### src/rtl/record_serializer.sv
// Transmit side of the market-data character link: latches one 3-field record
// and streams it as "<shares>,<nav>,<flow>\n" via per-field double-dabble.
module record_serializer #(
  parameter logic [7:0] DELIM    = 8'h2C,
  parameter logic [7:0] EOL      = 8'h0A,
  parameter bit         FLOW_SGN = 1'b1
) (
  input  logic        clk,
  input  logic        reset_n,
  input  logic [31:0] shares_outstanding,
  input  logic [31:0] nav,
  input  logic [31:0] flow_daily,
  input  logic        rec_valid,
  output logic        rec_ready,
  output logic [7:0]  char_out,
  output logic        char_valid,
  input  logic        char_ready,
  output logic        busy
);

  typedef enum logic [2:0] {
    S_IDLE = 3'd0,
    S_CONV = 3'd1,
    S_SIGN = 3'd2,
    S_EMIT = 3'd3,
    S_SEP  = 3'd4
  } state_t;

  state_t            state_q, state_d;
  logic [1:0][31:0]  fld_q, fld_d;          // [0]=nav, [1]=flow_daily
  logic [1:0]        field_q, field_d;
  logic [31:0]       bin_q, bin_d;
  logic [39:0]       bcd_q, bcd_d;
  logic [4:0]        cnt_q, cnt_d;
  logic [3:0]        dig_q, dig_d;
  logic              neg_q, neg_d;
  logic              eol_pend_q, eol_pend_d;
  logic [7:0]        char_out_q, char_out_d;
  logic              char_valid_q, char_valid_d;
  logic              rec_ready_q, rec_ready_d;
  logic              busy_q, busy_d;

  logic              slot_free;
  logic [39:0]       bcd_step;
  logic [31:0]       nxt_raw;
  logic              nxt_is_flow;

  function automatic logic [39:0] dd_step(input logic [39:0] bcd, input logic bit_in);
    logic [39:0] adj;
    adj = bcd;
    for (int i = 0; i < 10; i++) begin
      if (adj[4*i +: 4] >= 4'd5) begin
        adj[4*i +: 4] = adj[4*i +: 4] + 4'd3;
      end else begin
        adj[4*i +: 4] = adj[4*i +: 4];
      end
    end
    return {adj[38:0], bit_in};
  endfunction

  // Index of the most significant non-zero digit; 0 when the value is zero.
  function automatic logic [3:0] msd_idx(input logic [39:0] bcd);
    logic [3:0] idx;
    idx = 4'd0;
    for (int i = 0; i < 10; i++) begin
      if (bcd[4*i +: 4] != 4'd0) begin
        idx = i[3:0];
      end else begin
        idx = idx;
      end
    end
    return idx;
  endfunction

  function automatic logic is_neg(input logic [31:0] v, input logic is_flow);
    return is_flow & FLOW_SGN & v[31];
  endfunction

  function automatic logic [31:0] field_mag(input logic [31:0] v, input logic is_flow);
    if (is_neg(v, is_flow)) begin
      return (~v) + 32'd1;
    end else begin
      return v;
    end
  endfunction

  assign bcd_step    = dd_step(bcd_q, bin_q[31]);
  assign nxt_raw     = fld_q[field_q[0]];
  assign nxt_is_flow = field_q[0];

  // Next-state, datapath and output-register computation.
  always_comb begin
    state_d      = state_q;
    fld_d        = fld_q;
    field_d      = field_q;
    bin_d        = bin_q;
    bcd_d        = bcd_q;
    cnt_d        = cnt_q;
    dig_d        = dig_q;
    neg_d        = neg_q;
    eol_pend_d   = eol_pend_q;
    char_out_d   = char_out_q;
    slot_free    = !char_valid_q || char_ready;
    if (char_valid_q && char_ready) begin
      char_valid_d = 1'b0;
    end else begin
      char_valid_d = char_valid_q;
    end

    case (state_q)
      S_IDLE: begin
        if (rec_valid && rec_ready_q) begin
          fld_d      = {flow_daily, nav};
          field_d    = 2'd0;
          bin_d      = shares_outstanding;
          bcd_d      = 40'd0;
          cnt_d      = 5'd0;
          neg_d      = 1'b0;
          eol_pend_d = 1'b0;
          state_d    = S_CONV;
        end else begin
          state_d    = S_IDLE;
        end
      end
      S_CONV: begin
        bcd_d = bcd_step;
        bin_d = {bin_q[30:0], 1'b0};
        cnt_d = cnt_q + 5'd1;
        if (cnt_q == 5'd31) begin
          dig_d   = msd_idx(bcd_step);
          state_d = neg_q ? S_SIGN : S_EMIT;
        end else begin
          state_d = S_CONV;
        end
      end
      S_SIGN: begin
        if (slot_free) begin
          char_out_d   = 8'h2D;
          char_valid_d = 1'b1;
          state_d      = S_EMIT;
        end else begin
          state_d      = S_SIGN;
        end
      end
      S_EMIT: begin
        if (slot_free) begin
          char_out_d   = {4'h3, bcd_q[4*dig_q +: 4]};
          char_valid_d = 1'b1;
          if (dig_q == 4'd0) begin
            state_d = S_SEP;
          end else begin
            dig_d   = dig_q - 4'd1;
          end
        end else begin
          state_d = S_EMIT;
        end
      end
      S_SEP: begin
        // The record only ends once the EOL byte has actually been taken.
        if (field_q == 2'd2) begin
          if (eol_pend_q) begin
            if (char_ready) begin
              eol_pend_d = 1'b0;
              state_d    = S_IDLE;
            end else begin
              state_d    = S_SEP;
            end
          end else if (slot_free) begin
            char_out_d   = EOL;
            char_valid_d = 1'b1;
            eol_pend_d   = 1'b1;
          end else begin
            state_d      = S_SEP;
          end
        end else if (slot_free) begin
          char_out_d   = DELIM;
          char_valid_d = 1'b1;
          field_d      = field_q + 2'd1;
          bin_d        = field_mag(nxt_raw, nxt_is_flow);
          neg_d        = is_neg(nxt_raw, nxt_is_flow);
          bcd_d        = 40'd0;
          cnt_d        = 5'd0;
          state_d      = S_CONV;
        end else begin
          state_d      = S_SEP;
        end
      end
      default: begin
        state_d = S_IDLE;
      end
    endcase

    rec_ready_d = (state_d == S_IDLE);
    busy_d      = (state_d != S_IDLE);
  end

  // State and datapath registers with synchronous active-low reset.
  always_ff @(posedge clk) begin
    if (!reset_n) begin
      state_q      <= S_IDLE;
      fld_q        <= '0;
      field_q      <= 2'd0;
      bin_q        <= 32'd0;
      bcd_q        <= 40'd0;
      cnt_q        <= 5'd0;
      dig_q        <= 4'd0;
      neg_q        <= 1'b0;
      eol_pend_q   <= 1'b0;
      char_out_q   <= 8'h00;
      char_valid_q <= 1'b0;
      rec_ready_q  <= 1'b0;
      busy_q       <= 1'b0;
    end else begin
      state_q      <= state_d;
      fld_q        <= fld_d;
      field_q      <= field_d;
      bin_q        <= bin_d;
      bcd_q        <= bcd_d;
      cnt_q        <= cnt_d;
      dig_q        <= dig_d;
      neg_q        <= neg_d;
      eol_pend_q   <= eol_pend_d;
      char_out_q   <= char_out_d;
      char_valid_q <= char_valid_d;
      rec_ready_q  <= rec_ready_d;
      busy_q       <= busy_d;
    end
  end

  assign rec_ready  = rec_ready_q;
  assign char_out   = char_out_q;
  assign char_valid = char_valid_q;
  assign busy       = busy_q;

endmodule

### config.mk
export PLATFORM = sky130hd
export DESIGN_NAME = record_serializer
export DESIGN_NICKNAME = d
export VERILOG_FILES = /design/src/rtl/record_serializer.sv
export SDC_FILE = /design/constraint.sdc
export NUM_CORES = 1
export LEC_CHECK = 0
export BUFFER_PORTS_ARGS = -buffer_cell sky130_fd_sc_hd__clkbuf_2
export CORE_ASPECT_RATIO = 0.5
export CORE_MARGIN = 2
export CORE_UTILIZATION = 30
export DETAILED_ROUTE_END_ITERATION = 8
export HOLD_SLACK_MARGIN = 0.05
export PLACE_DENSITY = 0.54
export SLEW_MARGIN = 20
export SYNTH_ARGS = -nofsm -noshare
export SYNTH_HDL_FRONTEND = slang
export SYNTH_SLANG_ARGS = --single-unit
export TNS_END_PERCENT = 50
### constraint.sdc
create_clock -name clk -period 3.85 [get_ports clk]
set_input_delay 0 -clock clk [delete_from_list [all_inputs] [get_ports clk]]
set_output_delay 0 -clock clk [all_outputs]
set_load 0.005 [all_outputs]
==> implementation parameters <==
Parameter                              Value

Status
  Status ... finished, final reports clean

Placement
  Number of I/O port buffers ... 108
  HPWL Detailed ... ~21 mm
  Routability cong. ... 0.876
  DP Worst Slack ... about 0.95 ns

Pwr
  IR Drop Worst-Case VDD ... around 280 µV
  Part of the total power dissipated in combinational logic ... ~15%
  Clk network pwr share ... a little over two fifths
  Int Pwr ... roughly 3.0 mW
  Total chip power ... 4.21 mW
  Switch share ... between 20 and 30%
  PD cells ... roughly 360 nW/µm²
  Register share of total power ... 43.1%
  Psw ... between 1 and 1.5 mW
  Leakage power total ... between 4 and 5 nW

Synth
  Adder-cell share of the synthesized area ... around 3.3%
  Biggest area contributors in the synthesized netlist ... dfxtp_1 34%, a21oi_1 8.1%, nand2_1 7.8%
  Main combinational cell family by area after synthesis ... compound AO/OA/AOI/OAI gates
  Post-synth design cell area ... 9470 µm²
  #FFs+latches synth ... around 160
  Post-synthesis mux area share ... 8.15%
  Xor and xnor fraction of the mapped netlist area ... under 10%
  Avg Inst Size Synth ... 7.87 µm²
  Sequential fraction of the synthesis area ... 34.0%
  Cell type contributing the most total cell area after synthesis ... dfxtp_1
  Distinct cell type count after synthesis ... 85
  Gate count of the mapped netlist ... around 1200
  Most used flip-flop cell after synthesis ... dfxtp_1
  Area share of the largest cell type after synthesis ... 34.0%
  Fraction of registers with async set or reset after synthesis ... 0%
  Post-Synth Simple-Gate Area ... 22.5%
  Count of flip-flops with a built-in enable after synthesis ... 0
  Total of warnings raised by yosys ... 0
  Fraction of the mapped netlist area in compound gates ... between 20% and 30%

Clocking
  Clock buffers created by TritonCTS ... 17
  Clock sink total ... around 160
  Number of buffers on the longest clock path ... 2
  Clock tree from TritonCTS ... done
  Number of buffers added for setup after CTS ... 0
  Hold-fix buffers at CTS ... 95
  Total number of H-tree levels ... 4
  CTS Root Cell ... clkbuf_16
  Clock latency reported for the late side of the worst-skew pair ... roughly 0.44 ns
  Clock-pin slew on the worst setup and hold paths ... ~0.070 ns
  Resize count post-CTS ... 0

Run
  Max capacitance violation total ... 0

Timing
  Fmax achieved ... ~340 MHz
  Post-Route Hold Slack ... 0.0981 ns
  Final slew viol count ... 0
  Normalized max-slew margin ... a little over two fifths
  Count of endpoints failing setup in the final report ... 0
  Clock period minus worst slack ... 2.91 ns
  Worst clock skew ... roughly 0.011 ns
  Pin slew with the least headroom to its limit ... 0.862 ns
  RSZ-0062 raised after global routing ... false
  Crit share post-route ... 75.7%
  Final Hold Viols ... 0
  Accumulated negative setup slack ... 0 ns
  Final worst setup slack ... about 0.94 ns

Setup path
  Buffer and inverter count on the worst path ... 2
  Type of element launching the critical path ... flip-flop
  Cells along the critical path ... inv_1, ha_1, o31ai_1, and2_2, buf_4, nor2_1, a311oi_1
  Slowest library cell on the worst path ... dfxtp_2
  Worst-path maximum fanout ... 31
  Category of the critical setup timing path ... reg -> reg
  Endpoint required time on the critical path ... between 4 and 5 ns
  Family of cells with the greatest summed delay on the critical path ... flip-flops
  Stage delay of the slowest cell on the critical path ... ~0.68 ns
  Endpoint kind of the worst setup timing path ... flip-flop
  Crit path DAT ... 3.27 ns

Floorplanning
  # IOs ... around 110
  Die H ... ~130 µm
  Die outline width ... 255 µm
  # rows ... 45
  Floorplan core area ... 30700 µm²
  Starting Density ... 30.9%
  Die Area ... 33100 µm²

Global routing
  Total routing usage reported by global routing ... between 10% and 20%
  Number of global-route vias before repair ... 8867
  Number of antenna violations at the first check in global routing ... 0
  First-pass GRT wire length ... ~48 mm
  Grt ovf ... 0
  Largest net degree at the start of global routing ... between 70 and 80

Detailed routing
  Average vias per placed instance ... 5.22
  DRC violations left ... 0
  First-pass detailed-route iteration total ... 7
  Routed wire length ... about 30 mm
  Antenna Nets Post-Route ... 0
  Starting DRC count in detailed routing ... roughly 770
  Average wire length per cell after detail routing ... 16.7 µm
  Total number of vias ... between 9000 and 10000

Finish
  Area added between synthesis and finish ... 25.3%
  Share of the core filled with cells ... about two fifths
  Fraction of layout instances using a drive strength above 1 ... about 16%
  Most frequent cells in the layout ... 195 x nand2_1, 160 x dfxtp_1, 154 x a21oi_1
  Most common cell after layout, fill and taps aside ... nand2_1
  Nets@finish ... roughly 1500

Worst hold path
  Hold WC Path Type ... in -> reg
==> path summary, 6_finish.rpt <==
kind	to	slack (ns)	cells past startpoint	start
max	bin_q[6]	0.94	7	field_q[0]
min	bin_q[7]	0.1	4	shares_outstanding[7]
max reg2reg	bin_q[6]	0.94	7	field_q[0]
min reg2reg	fld_q[27]	0.46	2	fld_q[27]
==> kinds of logic (layout without fill, tap and decap cells) <==
kind of cell / count (synthesis) / count (layout)
and+or+nand+nor: 445 / 445
AOI/OAI and AO/OA: 374 / 374
DFF: 161 / 161
buffers and inverters: 114 / 281
muxes: 63 / 63
adders and majority gates: 25 / 25
xor gates and xnor gates: 20 / 20
other: 1 / 3
==> final cells by class <==
class                           count  area (µm²)
Antenna cell                        1        2.50
Clock buffer                       19         453
Multi-Input combinational cell    929        5790
Clock inverter                     13         146
Sequential cell                   161        3220
Timing Repair Buffer              219        1610
Tap cell                          423         529
Fill cell                        3118       18800
Inverter                           30         114
==> metal layers <==
layer	part of all wire (%)	vias to the layer above	wire (µm)	GRT usage [%]
li1	-	4653	-	-
met1	48	4452	14300	24.7
met2	48	226	14300	30.8
met3	3.6	32	1070	2.85
met4	1.4	0	422	5.13
met5	0	-	0	0
==> cell usage after synthesis, types with 14 or more instances <==
library cell  number
mux2_2            19
ha_1              25
o21ai_0           77
nand3_1           21
nand2_1          196
buf_2             15
a22oi_1           22
clkbuf_1          53
nor2b_1           14
inv_1             29
dfxtp_1          161
a221oi_1          15
nand2b_1          15
a21oi_1          154
mux2i_1           31
nor3_1            34
nor2_1            93
==> state kept, by name, indices dropped and copies added (netlist names) <==
| signal | flops |
|---|---|
| busy | 1 |
| fld_q | 64 |
| neg_q | 1 |
| bin_q | 32 |
| char_valid | 1 |
| dig_q | 4 |
| eol_pend_q | 1 |
| rec_ready | 1 |
| state_q | 3 |
| field_q | 2 |
| char_out | 6 |
| cnt_q | 5 |
| bcd_q | 40 |
==> stage by stage <==
step	area, µm²	std cells
final	11900	1795
after global routing	11900	1794
after CTS	11900	1794
after detailed placement	10300	1667
after global placement	10300	1667
after floorplan	9470	1204
==> tightest hold or removal path: cells and delay by family <==
family	cells	cell delay, ns
compound gates	3	0.40
buf+inv	1	0.09
==> power groups by stage <==
stage / Sequential, mW / Clock [mW] / Combinational (mW)
3_5_place_dp: 1.85 / 0 / 0.558
4_1_cts: 1.81 / 1.79 / 0.638
2_1_floorplan: 1.82 / 0 / 0.393
5_1_grt: 1.82 / 1.87 / 0.704
3_3_place_gp: 1.85 / 0 / 0.551
6_report: 1.81 / 1.76 / 0.642
(Power assumes the default switching activity.)
